<file path="src/rtl/bus_arbiter.sv">
// Round-robin arbiter that multiplexes MASTER_NUM masters onto a single slave port.
// Define BUS_ARBITER_TIMEOUT_EN to enable the slave-ack watchdog (TIMEOUT_CYCLES).
module bus_arbiter #(
    parameter int MASTER_NUM     = 3,
    parameter int ADDR_WIDTH     = 16,
    parameter int DATA_WIDTH     = 32,
    parameter int TIMEOUT_CYCLES = 255
) (
    input  logic                             clk,
    input  logic                             rst,
    input  logic [MASTER_NUM-1:0]            m_req,
    input  logic [MASTER_NUM*ADDR_WIDTH-1:0] m_addr,
    input  logic [MASTER_NUM-1:0]            m_we,
    input  logic [MASTER_NUM*DATA_WIDTH-1:0] m_wdata,
    output logic [MASTER_NUM-1:0]            m_gnt,
    output logic [MASTER_NUM-1:0]            m_done,
    output logic                             m_err,
    output logic [DATA_WIDTH-1:0]            m_rdata,
    output logic                             s_req,
    output logic [ADDR_WIDTH-1:0]            s_addr,
    output logic                             s_we,
    output logic [DATA_WIDTH-1:0]            s_wdata,
    input  logic [DATA_WIDTH-1:0]            s_rdata,
    input  logic                             s_ack
);

    localparam int IDX_W = $clog2(MASTER_NUM);

    typedef enum logic [1:0] {
        IDLE = 2'd0,
        BUSY = 2'd1,
        DONE = 2'd2
    } state_t;

    state_t                state;
    state_t                state_nxt;
    logic [IDX_W-1:0]      last_grant;
    logic [IDX_W-1:0]      owner;
    logic [IDX_W-1:0]      pick_idx;
    logic [IDX_W:0]        cand;
    logic                  pick_vld;
    logic [ADDR_WIDTH-1:0] pick_addr;
    logic [DATA_WIDTH-1:0] pick_wdata;
    logic                  pick_we;
    logic [MASTER_NUM-1:0] pick_oh;
    logic [MASTER_NUM-1:0] owner_oh;
    logic                  timeout_hit;

    // Walk farthest-first so the requester nearest after last_grant wins the override.
    always_comb begin
        pick_vld = 1'b0;
        pick_idx = '0;
        cand     = '0;
        for (int off = MASTER_NUM; off >= 1; off--) begin
            cand = {1'b0, last_grant} + (IDX_W+1)'(off);
            if (cand >= (IDX_W+1)'(MASTER_NUM)) begin
                cand = cand - (IDX_W+1)'(MASTER_NUM);
            end
            if (m_req[cand[IDX_W-1:0]]) begin
                pick_vld = 1'b1;
                pick_idx = cand[IDX_W-1:0];
            end
        end
    end

    always_comb begin
        pick_addr  = '0;
        pick_wdata = '0;
        pick_we    = 1'b0;
        for (int i = 0; i < MASTER_NUM; i++) begin
            if (pick_idx == IDX_W'(i)) begin
                pick_addr  = m_addr[i*ADDR_WIDTH +: ADDR_WIDTH];
                pick_wdata = m_wdata[i*DATA_WIDTH +: DATA_WIDTH];
                pick_we    = m_we[i];
            end
        end
    end

    assign pick_oh  = {{(MASTER_NUM-1){1'b0}}, 1'b1} << pick_idx;
    assign owner_oh = {{(MASTER_NUM-1){1'b0}}, 1'b1} << owner;

    always_ff @(posedge clk or posedge rst) begin
        if (rst) begin
            state <= IDLE;
        end else begin
            state <= state_nxt;
        end
    end

    always_comb begin
        state_nxt = state;
        case (state)
            IDLE:    if (pick_vld) state_nxt = BUSY;
            BUSY:    if (s_ack || timeout_hit) state_nxt = DONE;
            DONE:    state_nxt = IDLE;
            default: state_nxt = IDLE;
        endcase
    end

    // Slave-side request, payload, grant and completion registers.
    always_ff @(posedge clk or posedge rst) begin
        if (rst) begin
            last_grant <= IDX_W'(MASTER_NUM - 1);
            owner      <= '0;
            m_gnt      <= '0;
            m_done     <= '0;
            m_rdata    <= '0;
            s_req      <= 1'b0;
            s_addr     <= '0;
            s_we       <= 1'b0;
            s_wdata    <= '0;
        end else begin
            m_done <= '0;
            case (state)
                IDLE: begin
                    if (pick_vld) begin
                        owner   <= pick_idx;
                        m_gnt   <= pick_oh;
                        s_req   <= 1'b1;
                        s_addr  <= pick_addr;
                        s_we    <= pick_we;
                        s_wdata <= pick_wdata;
                    end
                end
                BUSY: begin
                    if (s_ack) begin
                        m_rdata <= s_rdata;
                        s_req   <= 1'b0;
                        m_done  <= owner_oh;
                    end else if (timeout_hit) begin
                        s_req   <= 1'b0;
                        m_done  <= owner_oh;
                    end
                end
                DONE: begin
                    m_gnt      <= '0;
                    last_grant <= owner;
                end
                default: begin
                    m_gnt <= '0;
                    s_req <= 1'b0;
                end
            endcase
        end
    end

`ifdef BUS_ARBITER_TIMEOUT_EN
    localparam int CNT_W = $clog2(TIMEOUT_CYCLES + 1);

    logic [CNT_W-1:0] wd_cnt;

    // wd_cnt counts completed BUSY cycles without ack; the last allowed one fires the timeout.
    assign timeout_hit = (state == BUSY) && !s_ack &&
                         (wd_cnt == CNT_W'(TIMEOUT_CYCLES - 1));

    always_ff @(posedge clk or posedge rst) begin
        if (rst) begin
            wd_cnt <= '0;
        end else if (state != BUSY) begin
            wd_cnt <= '0;
        end else if (!s_ack && !timeout_hit) begin
            wd_cnt <= wd_cnt + 1'b1;
        end
    end

    always_ff @(posedge clk or posedge rst) begin
        if (rst) begin
            m_err <= 1'b0;
        end else if (state == BUSY) begin
            m_err <= timeout_hit;
        end else if (state == DONE) begin
            m_err <= 1'b0;
        end
    end
`else
    logic unused_timeout_cfg;

    assign unused_timeout_cfg = ^TIMEOUT_CYCLES;
    assign timeout_hit        = 1'b0;
    assign m_err              = 1'b0;
`endif

`ifndef SYNTHESIS
    a_onehot_outputs: assert property (@(posedge clk) disable iff (rst)
        $onehot0(m_gnt) && $onehot0(m_done));
`endif

endmodule
</file>
<file path="config.mk">
export PLATFORM = sky130hd
export DESIGN_NAME = bus_arbiter
export DESIGN_NICKNAME = d
export VERILOG_FILES = /design/src/rtl/bus_arbiter.sv
export SDC_FILE = /design/constraint.sdc
export NUM_CORES = 1
export LEC_CHECK = 0
export ABC_AREA = 1
export BUFFER_PORTS_ARGS = -buffer_cell sky130_fd_sc_hd__buf_2
export CAP_MARGIN = 20
export CORE_MARGIN = 2
export CORE_UTILIZATION = 45
export DETAILED_ROUTE_END_ITERATION = 10
export HOLD_SLACK_MARGIN = 0.05
export PLACE_DENSITY = 0.81
export SYNTH_ARGS = -nofsm -noshare
export SYNTH_HDL_FRONTEND = slang
export SYNTH_SLANG_ARGS = --single-unit
</file>
<file path="constraint.sdc">
create_clock -name clk -period 3.4 [get_ports clk]
set_input_delay 0.34 -clock clk [delete_from_list [all_inputs] [get_ports clk]]
set_output_delay 0.34 -clock clk [all_outputs]
set_load 0.02 [all_outputs]
</file>
==> results of run 1 <==
power by group:
part,switching [uW],total [uW],internal [uW]
clock,458,751,293
sequential,294,1990,1690
combinational,3530,5220,1690
total,4290,7960,3670
path summary, 6_finish.rpt:
path | startpoint | slack [ns] | to
setup / recovery | last_grant[1] | 0.85 | s_addr[15]
hold / removal | rst | 0.06 | s_wdata[6]
setup reg to reg | last_grant[1] | 0.85 | s_addr[15]
hold reg to reg | owner[0] | 0.47 | m_done[0]
max in group asynchronous | rst | 2.52 | last_grant[1]
min in group clk | s_rdata[0] | 0.16 | m_rdata[0]
flip-flops by register name, summed over array words and instances, names as in the netlist:
name	flops
s_we	1
m_rdata	32
state	2
last_grant	2
s_wdata	32
s_addr	16
m_done	3
s_req	1
m_gnt	3
owner	2
synthesized netlist by cell type, drive strengths merged:
library cell,count
nand3,109
clkinv,1
ha,3
dfrtp,93
buf,29
nand2,323
nor2,5
a22o,1
o21ai,5
dfstp,1
clkbuf,14
inv,65
nor3,3
a21oi,50
conb,1
cells by family (layout without fill, tap and decap cells):
logic type                 after synthesis  after routing  share of synthesized area (%)
DFF                                     94             94                          46.85
buffers and inverters                  109            364                          10.31
other                                    1              1                        0.07465
and+or+nand+nor                        440            440                          36.36
adders and majority gates                3              3                         0.7473
AOI/OAI and AO/OA                       56             56                          5.654
metrics by stage:
stage	power [uW]	hold slack (ns)	setup slack (ns)
after floorplan	6060	0.4310	0.6130
after global placement	7153	0.4491	0.9423
after detailed placement	7286	0.4542	0.8382
after CTS	8047	0.07920	0.8259
after global routing	8797	0.1115	0.6073
final	7959	0.05773	0.8457
final cells by class:
cell class	count	area, sq um	area share (%)
Multi-Input combinational cell	500	2157	32.73
Clock inverter	7	68.82	1.044
Timing Repair Buffer	282	1461	22.18
Inverter	66	250.2	3.797
Sequential cell	94	2354	35.71
Clock buffer	9	123.9	1.880
Tap cell	140	175.2	2.658
per-layer routing:
metal | vias to the layer above | part of all wire, % | track usage, %
met5 | - | 0 | 0
met4 | 0 | 1.9 | 8.590
met3 | 21 | 8.8 | 6.402
met2 | 212 | 48 | 39.68
met1 | 2416 | 42 | 27.92
li1 | 2681 | - | -
==> metrics.yaml, run 1 <==
p_per_area_nw_per_um2: 1208
clockRootBuffer: "clkbuf_8"
grt-ovfl-total: 0
min-delay-path-class: "input pin to asynchronous set/reset pin"
vias: 5330
firstDrtPassIters: 5
dieArea_sq_um: 12020
fillCellCount: 1030
clk_latency_ns: 0.37
drive_above_1_share_pct: 32.57
final_cells: 1098
r2r_cells: 14
yosys.area.top_type: "dfrtp_1"
status: "completed"
row_count: 38
endpoint_kind: "flop"
path_buf_inv: 3
pin_count: 274
cts_resized: 0
path_clk_slew_ns: 0.11
ys_warn_count: 0
antenna_cells: 0
finalClockSkew_ns: 0.01473
hold_violations: 0
portBuffers: 272
grt_pass1_wl_mm: 21.89
synthDistinctLibCells: 23
total_leakage_power_uw: 0.004074
layout_commonest_cell: "nand2_1"
avgSynthCellArea_sq_um: 7.146
cts_hold_buf: 0
place_hpwl_mm: 10.74
final_util_pct: 60.53
grt_pass1_vias: 4876
initial_core_util_pct: 46.14
track_usage_pct: 23.20
timing.fmax_mhz: 391.5
mappedNetlistNets: 891
grt_start_max_net_pins: 65
dp.cells: 1082
wl_per_cell_um: 13.06
drt-vias-per-instance: 4.854
cts_buffers: 9
critPathKind: "flop to flop"
dieWidth_um: 109.7
mostFrequentLayoutCells: "nand2_1, buf_2, nand3_1"
drcViolationCount: 0
core_sq_um: 10890
ant_nets: 0
clock_sinks: 94
cts_setup_buffers: 0
gp_congestion: 0.8397
crit_path_top_delay_cell: "dfstp_2"
wl_mm: 14.34
fin_nets: 1141
synth.ff_latch_count: 94
crit_required_ns: 3.65
cts_tree: "yes"
fin_tns_setup_ns: 0
die_h_um: 109.7
synthTopCellsByArea: "dfrtp_1, nand2_1, nand3_1"
syn_to_final_growth_pct: 31.18
netlist_instances: 703
finalSetupViolCount: 0
rsz0062_at_grt: "no"
placed_area_sq_um: 6397
antenna_found_initial: 0
fin_crit_sh_pct: 75.13
period_minus_slack_ns: 2.554
clockBufferDepth: 2
path_cells: "inv_1, ha_1, inv_2, nand2_1, nand2_1, nand2_1, nand2_2, nor2_2, nand2_1, nand2_4, buf_12, a21oi_1, nand2_1, nand2_1"
path_common_cell: "nand2_1"
peakVddDrop_mv: 0.8677
startpoint_type: "flop"
slew_viol_final: 0
synth_area_sq_um: 5024
relSlewSlack_pct: 55.44
maxCapViolCount: 0
crit_family: "simple AND/OR/NAND/NOR gates"
fin_area_sq_um: 6590
drtIter0Drc: 264
max_slew.worst_pin.slew_ns: 0.6684
htree_levels: 3
yosysTopAreaCellShare_pct: 46.33
path_max_fanout: 64
cp_slowest_stage_delay_ns: 0.56
ys_seq_area_share_pct: 46.85
critical_path_arrival_ns: 2.80
path_depth: 14
No activity file was read; power rests on OpenSTA's default activity.
==> run 2, diff against run 1 <==
ABC_AREA = 0   (was 1)
CORE_UTILIZATION = 44   (was 45)
clock period = 2.4 ns   (was 3.4 ns; I/O delays follow)
==> run 2 against run 1 <==
Compared with the run above:
- hold slack improved by 0.012 ns
- non-clock buffer count increased by 10
- highest routed layer unchanged
- critical endpoint is now s_wdata[9]
- critical path type unchanged
- via count decreased by 14%
- clock skew is 0.0048 ns lower
- power rose by 33%
==> metrics.yaml, run 2 <==
status: "completed"  # unchanged
final_util_pct: 63.27  # was 60.53%
dieWidth_um: 106.7  # was 109.7 um
timing.fmax_mhz: 431.0  # was 391.5 MHz
wl_mm: 14.00  # was 14.34 mm
fin_nets: 940  # was 1141
worstHoldStart: "s_rdata[1]"
die_h_um: 106.7  # was 109.7 um
relSlewSlack_pct: 48.50  # was 55.44%
fin_area_sq_um: 6502  # was 6590 sq um
switchingPower_uw: 4996  # was 4286 uW
rrSetupSlack_ns: 0.08  # was 0.85 ns
synth_edf_count: 0  # unchanged
r2r-end: "s_wdata[9]"  # was s_addr[15]
wl_per_cell_um: 15.68  # was 13.06 um
fin_ws_ns: 0.08007  # was 0.8457 ns
synthDistinctLibCells: 38  # was 23
drt-vias-per-instance: 5.156  # was 4.854
hold_violations: 0  # unchanged
grt_start_max_net_pins: 43  # was 65
layout_commonest_cell: "buf_2"  # was nand2_1
critPathKind: "flop to flop"  # unchanged
hold_end: "m_rdata[1]"
clk_latency_ns: 0.35  # was 0.37 ns
drtIter0Drc: 204  # was 264
clock_sinks: 94  # unchanged
avgSynthCellArea_sq_um: 9.576  # was 7.146 sq um
synth_area_sq_um: 4644  # was 5024 sq um
startpoint_type: "flop"  # unchanged
mostFrequentLayoutCells: "buf_2, nand2_1, dfrtp_1"  # was nand2_1, buf_2, nand3_1
drive_above_1_share_pct: 43.59  # was 32.57%
ys_seq_area_share_pct: 50.67  # was 46.85%
yosys.area.top_type: "dfrtp_1"  # unchanged
hold-path-cell-count: 3
ys_warn_count: 0  # unchanged
p_seq_share_pct: 26.9  # was 25.0%
vias: 4604  # was 5330
cts_buffers: 9  # unchanged
fillCellCount: 900  # was 1030
p_per_area_nw_per_um2: 1623  # was 1208 nW/um^2
synthTopCellsByArea: "dfrtp_1, nand2_1, mux2i_1"  # was dfrtp_1, nand2_1, nand3_1
reg2reg_from: "last_grant[1]"  # unchanged
yosysTopAreaCellShare_pct: 50.11  # was 46.33%
pin_count: 274  # unchanged
crit_required_ns: 2.62  # was 3.65 ns
mappedNetlistNets: 673  # was 891
total_leakage_power_uw: 0.003526  # was 0.004074 uW
ant_nets: 0  # unchanged
clockRootBuffer: "clkbuf_8"  # unchanged
portBuffers: 272  # unchanged
grt_pass1_vias: 4619  # was 4876
p_sw_share_pct: 47.35  # was 53.86%
met2WireLength_mm: 7.302  # was 6.818 mm
min-delay-path-class: "input pin to flop"  # was input pin to asynchronous set/reset pin
endpoint_kind: "flop"  # unchanged
drcViolationCount: 0  # unchanged
row_count: 37  # was 38
cts_tree: "yes"  # unchanged
critical_path_arrival_ns: 2.54  # was 2.80 ns
synth_most_common_cell: "nand2_1"  # unchanged
grt_pass1_wl_mm: 22.06  # was 21.89 mm
core_sq_um: 10280  # was 10890 sq um
finalClockSkew_ns: 0.009918  # was 0.01473 ns
syn_to_final_growth_pct: 40.01  # was 31.18%
wl_met3_um: 676  # was 1.256 mm
period_minus_slack_ns: 2.320  # was 2.554 ns
async_flop_share_pct: 100.0  # unchanged
initial_core_util_pct: 45.19  # was 46.14%
antenna_found_initial: 0  # unchanged
dp_slack_ns: -0.06809  # was 0.8382 ns
path_clk_slew_ns: 0.10  # was 0.11 ns
peakVddDrop_mv: 0.9428  # was 0.8677 mV
max_slew.worst_pin.slew_ns: 0.7709  # was 0.6684 ns
fin_crit_sh_pct: 96.66  # was 75.13%
placed_area_sq_um: 6238  # was 6397 sq um
finalSetupViolCount: 0  # unchanged
gp_congestion: 0.8598  # was 0.8397
r2r_cells: 8  # was 14
p_clk_share_pct: 10.1  # was 9.4%
htree_levels: 3  # unchanged
reg_top3: "m_rdata (32), s_wdata (32), s_addr (16)"  # unchanged
firstDrtPassIters: 5  # unchanged
combPwrFrac_pct: 63.0  # was 65.6%
netlist_instances: 485  # was 703
maxCapViolCount: 0  # unchanged
grt-ovfl-total: 0  # unchanged
dr.max_layer_used: "met4"  # unchanged
track_usage_pct: 24.27  # was 23.20%
rsz0062_at_grt: "no"  # unchanged
path_max_fanout: 42  # was 64
ys_top_cells_by_count: "nand2_1, dfrtp_1, mux2i_1, nand3_1, o211ai_1"  # was nand2_1, nand3_1, dfrtp_1, inv_1, a21oi_1
synth.ff_latch_count: 94  # unchanged
slew_viol_final: 0  # unchanged
p_int_uw: 5555  # was 3673 uW
place_hpwl_mm: 10.73  # was 10.74 mm
ys.flop_type: "dfrtp_1"  # unchanged
clockBufferDepth: 2  # unchanged
antenna_cells: 0  # unchanged
dieArea_sq_um: 11390  # was 12020 sq um
met1_length_mm: 5.612  # was 6.001 mm
-- run 2: logic make-up (layout without fill, tap and decap cells) --
group | count (synthesis) | after routing | share of synthesized area (%)
flip-flops | 94 | 94 | 50.67
adder cells (fa/ha/maj) | 3 | 3 | 0.8083
AO/OA/AOI/OAI | 72 | 72 | 12.53
AND/OR/NAND/NOR | 219 | 219 | 20.18
buffers and inverters | 44 | 316 | 4.499
multiplexers | 52 | 52 | 11.23
other | 1 | 1 | 0.08074
-- run 2: area by class of cell --
type	count	area, sq um	area share, %
flip-flops and latches	94	2354	36.19
clock inverters	5	60.06	0.9236
inverters	8	33.78	0.5195
repair buffers	292	1615	24.84
well taps	136	170.2	2.617
multi-input cells	347	2128	32.73
clock buffers	11	141.4	2.174
-- run 2: stage by stage --
stage                     power, uW  TNS [ns]  std cells  hold WS, ns
after floorplan                7317         0        485       0.3454
after global placement         9166         0        875       0.4124
after detailed placement       9433    -1.280        875       0.4126
after CTS                     10530         0        893      0.05152
after global routing          11290         0        893      0.07138
final                         10550         0        893      0.06940
-- run 2: repair_timing --
action | 4_1_cts | 5_1_grt
hold buffers | 2 | 0
pin swaps | 0 | 1
resized for setup | 4 | 6
setup buffers | 0 | 0
setup endpoints to repair | 39 | 50
endpoints found under the hold margin | 32 | 0
-- run 2: worst max path at each step --
stage / end / start / cells after the start / slack [ns]
floorplan: s_wdata[1] / last_grant[1] / 11 / 0.1
global placement: s_wdata[23] / last_grant[1] / 9 / 0.1
detailed placement: s_addr[15] / last_grant[1] / 9 / -0.07
CTS: s_addr[8] / last_grant[0] / 8 / 0.02
global route: s_wdata[9] / last_grant[1] / 8 / 0.002
finish: s_wdata[9] / last_grant[1] / 8 / 0.08
-- run 2: worst max-delay path, cell delays in order, from the launching register on --
cell,delay [ns]
dfstp_2,0.54
inv_1,0.08
ha_1,0.26
a21bo_2,0.25
a21oi_1,0.17
a221o_2,0.20
buf_12,0.27
mux2i_1,0.30
o211ai_2,0.09
-- run 2: layer usage --
metal / up-vias / track usage (%)
met5: - / 0
met4: 0 / 10.58
met3: 32 / 3.040
met2: 172 / 40.86
met1: 2202 / 31.52
li1: 2198 / -
-- run 2: power by group through the flow --
| stage | Combinational, uW | Clock (uW) | Sequential (uW) |
|---|---|---|---|
| after global routing | 7200 | 1160 | 2940 |
| final | 6650 | 1070 | 2830 |
| after detailed placement | 6580 | 0 | 2850 |
| after global placement | 6340 | 0 | 2820 |
| after floorplan | 3660 | 0 | 3650 |
| after CTS | 6600 | 1090 | 2840 |
==> run 3, diff against run 2 <==
--- a/config.mk
+++ b/config.mk
@@ -10,9 +10,10 @@
 export CAP_MARGIN = 20
 export CORE_MARGIN = 2
-export CORE_UTILIZATION = 44
+export CORE_UTILIZATION = 40
 export DETAILED_ROUTE_END_ITERATION = 10
 export HOLD_SLACK_MARGIN = 0.05
-export PLACE_DENSITY = 0.81
+export PLACE_DENSITY = 0.74
 export SYNTH_ARGS = -nofsm -noshare
 export SYNTH_HDL_FRONTEND = slang
 export SYNTH_SLANG_ARGS = --single-unit
+export TNS_END_PERCENT = 10
==> constraint.sdc (replaced) <==
create_clock -name clk -period 2.4 [get_ports clk]
set_input_delay 0.24 -clock clk [delete_from_list [all_inputs] [get_ports clk]]
set_output_delay 0.24 -clock clk [all_outputs]
set_load 0.005 [all_outputs]
==> run 3 against run 2 <==
Compared with the run above:
- flip-flop and latch count unchanged
- sequential power barely moved
- critical endpoint is now m_gnt[0]
- combinational power shrank 11%
- first-iteration DRC count up 23%
- largest power group unchanged
==> metrics.yaml, run 3 (synthesis gave the netlist of run 2 again) <==
period_minus_slack_ns: 2.294  # was 2.320 ns
p_per_area_nw_per_um2: 1558  # was 1623 nW/um^2
htree_levels: 3  # unchanged
dp_slack_ns: -0.006720  # was -0.06809 ns
finalSetupViolCount: 0  # unchanged
ant_nets: 0  # unchanged
cp_slowest_stage_delay_ns: 0.60  # was 0.54 ns
relSlewSlack_pct: 55.22  # was 48.50%
total_leakage_power_uw: 0.003576  # was 0.003526 uW
r2r-end: "m_gnt[0]"  # was s_wdata[9]
critPathKind: "flop to flop"  # unchanged
vias: 4659  # was 4604
drive_above_1_share_pct: 43.78  # was 43.59%
gp_congestion: 0.9431  # was 0.8598
fin_crit_sh_pct: 95.60  # was 96.66%
clock_sinks: 94  # unchanged
crit_path_end: "m_gnt[0]"  # was s_wdata[9]
firstDrtPassIters: 4  # was 5
startpoint_type: "flop"  # unchanged
grt_pass1_wl_mm: 23.20  # was 22.06 mm
antenna_cells: 0  # unchanged
clockBufferDepth: 2  # unchanged
dieWidth_um: 111.8  # was 106.7 um
crit_path_top_delay_cell: "or4b_2"  # was dfstp_2
whs_ns: 0.04984  # was 0.06940 ns
initial_core_util_pct: 40.85  # was 45.19%
fin_tns_setup_ns: 0  # unchanged
finalClockSkew_ns: 0.01190  # was 0.009918 ns
antenna_found_initial: 0  # unchanged
r2r_cells: 7  # was 8
timing.fmax_mhz: 435.9  # was 431.0 MHz
fillCellCount: 1012  # was 900
row_count: 39  # was 37
peakVddDrop_mv: 0.9333  # was 0.9428 mV
wl_mm: 14.55  # was 14.00 mm
core_sq_um: 11370  # was 10280 sq um
reg2reg_from: "last_grant[1]"  # unchanged
mostFrequentLayoutCells: "buf_2, nand2_1, dfrtp_1"  # unchanged
path_max_fanout: 5  # was 42
clk_latency_ns: 0.34  # was 0.35 ns
crit_required_ns: 2.67  # was 2.62 ns
fin_nets: 939  # was 940
seq_area_sq_um: 2354  # unchanged
endpoint_kind: "flop"  # unchanged
pin_count: 274  # unchanged
min-delay-path-class: "input pin to asynchronous set/reset pin"  # was input pin to flop
portBuffers: 272  # unchanged
multi_input_comb_area_sq_um: 2122  # was 2128 sq um
place_hpwl_mm: 10.68  # was 10.73 mm
drtIter0Drc: 250  # was 204
rrSetupSlack_ns: 0.11  # was 0.08 ns
cts_tree: "yes"  # unchanged
grt_pass1_vias: 4664  # was 4619
track_usage_pct: 22.96  # was 24.27%
hold_violations: 0  # unchanged
maxCapViolCount: 0  # unchanged
path_clk_slew_ns: 0.07  # was 0.10 ns
grt_start_max_net_pins: 55  # was 43
reg_top3: "m_rdata (32), s_wdata (32), s_addr (16)"  # unchanged
cts_buffers: 9  # unchanged
drt-vias-per-instance: 5.182  # was 5.156
syn_to_final_growth_pct: 41.89  # was 40.01%
path_common_cell: "a21oi_1"
critPathLaunch: "last_grant[1]"  # unchanged
wl_per_cell_um: 16.18  # was 15.68 um
critical_path_arrival_ns: 2.56  # was 2.54 ns
rsz0062_at_grt: "no"  # unchanged
die_h_um: 111.8  # was 106.7 um
grt-ovfl-total: 0  # unchanged
clockRootBuffer: "clkbuf_16"  # was clkbuf_8
drcViolationCount: 0  # unchanged
path_cells: "inv_1, ha_2, a21bo_2, a21oi_1, a221o_4, or4b_2, a21oi_1"  # was inv_1, ha_1, a21bo_2, a21oi_1, a221o_2, buf_12, mux2i_1, o211ai_2
dieArea_sq_um: 12490  # was 11390 sq um
max_slew.worst_pin.slew_ns: 0.6717  # was 0.7709 ns
fin_ws_ns: 0.1056  # was 0.08007 ns
layout_commonest_cell: "buf_2"  # unchanged
slew_viol_final: 0  # unchanged
status: "completed"  # unchanged
[run 3: cell count changes in the layout (fill, tap and decap cells not counted), sizes merged]
cell,change
dlygate4sd3,-2
bufinv,+1
inv,+2
clkbuf,-2
clkinv,-1
buf,+1
[run 3: worst min-delay path by stage]
| stage | slack (ns) | from | to | cells after the start |
|---|---|---|---|---|
| after floorplan | 0.35 | s_rdata[0] | m_rdata[0] | 2 |
| after global placement | 0.43 | rst | s_wdata[15] | 3 |
| after detailed placement | 0.43 | rst | s_wdata[15] | 3 |
| after CTS | 0.07 | rst | s_wdata[4] | 3 |
| after global routing | 0.09 | s_rdata[21] | m_rdata[21] | 3 |
| final | 0.05 | rst | s_wdata[4] | 3 |
[run 3: report_power, final]
group          internal (uW)  switching [uW]  total [uW]  leakage [uW]
Combinational           2640            3260        5900       0.00226
Clock                    917             630        1550      0.000156
Sequential              2400             429        2830       0.00116
Total                   5950            4320       10300       0.00358
[run 3: metal layers]
layer / vias up / share of wire, % / global-route usage (%)
li1: 2203 / - / -
met3: 30 / 5.3 / 3.974
met5: - / 0 / 0
met2: 172 / 51 / 39.07
met1: 2254 / 41 / 29.23
met4: 0 / 2.6 / 8.971
[run 3: cell type report]
type | instances | area share (%)
Tap cell | 143 | 2.715
Multi-Input combinational cell | 347 | 32.20
Timing Repair Buffer | 291 | 24.00
Clock buffer | 9 | 3.418
Inverter | 8 | 0.5126
Sequential cell | 94 | 35.71
Clock inverter | 7 | 1.443
[run 3: critical path: cells and delay by family, from the launching register on]
kind / cells / cell delay [ns]
buffers and inverters: 1 / 0.09
adders and majority gates: 1 / 0.22
and+or+nand+nor: 1 / 0.60
AOI/OAI and AO/OA: 4 / 0.78
DFF: 1 / 0.54
[run 3: stage by stage]
step	util [%]	instance area (sq um)	instances	total power, uW
final	57.96	6590	899	10270
after global routing	57.96	6590	899	10990
after CTS	57.90	6583	899	10340
after detailed placement	54.70	6220	882	8539
after global placement	54.70	6220	882	8332
after floorplan	-	4648	485	6520
[run 3: repair_timing]
action | 4_1_cts | 5_1_grt
endpoints found under the setup margin | 4 | 50
gates resized for setup | 2 | 4
cloned | 1 | 0
hold buffers | 0 | 0
setup buffers | 0 | 0
hold endpoints to repair | 0 | 0
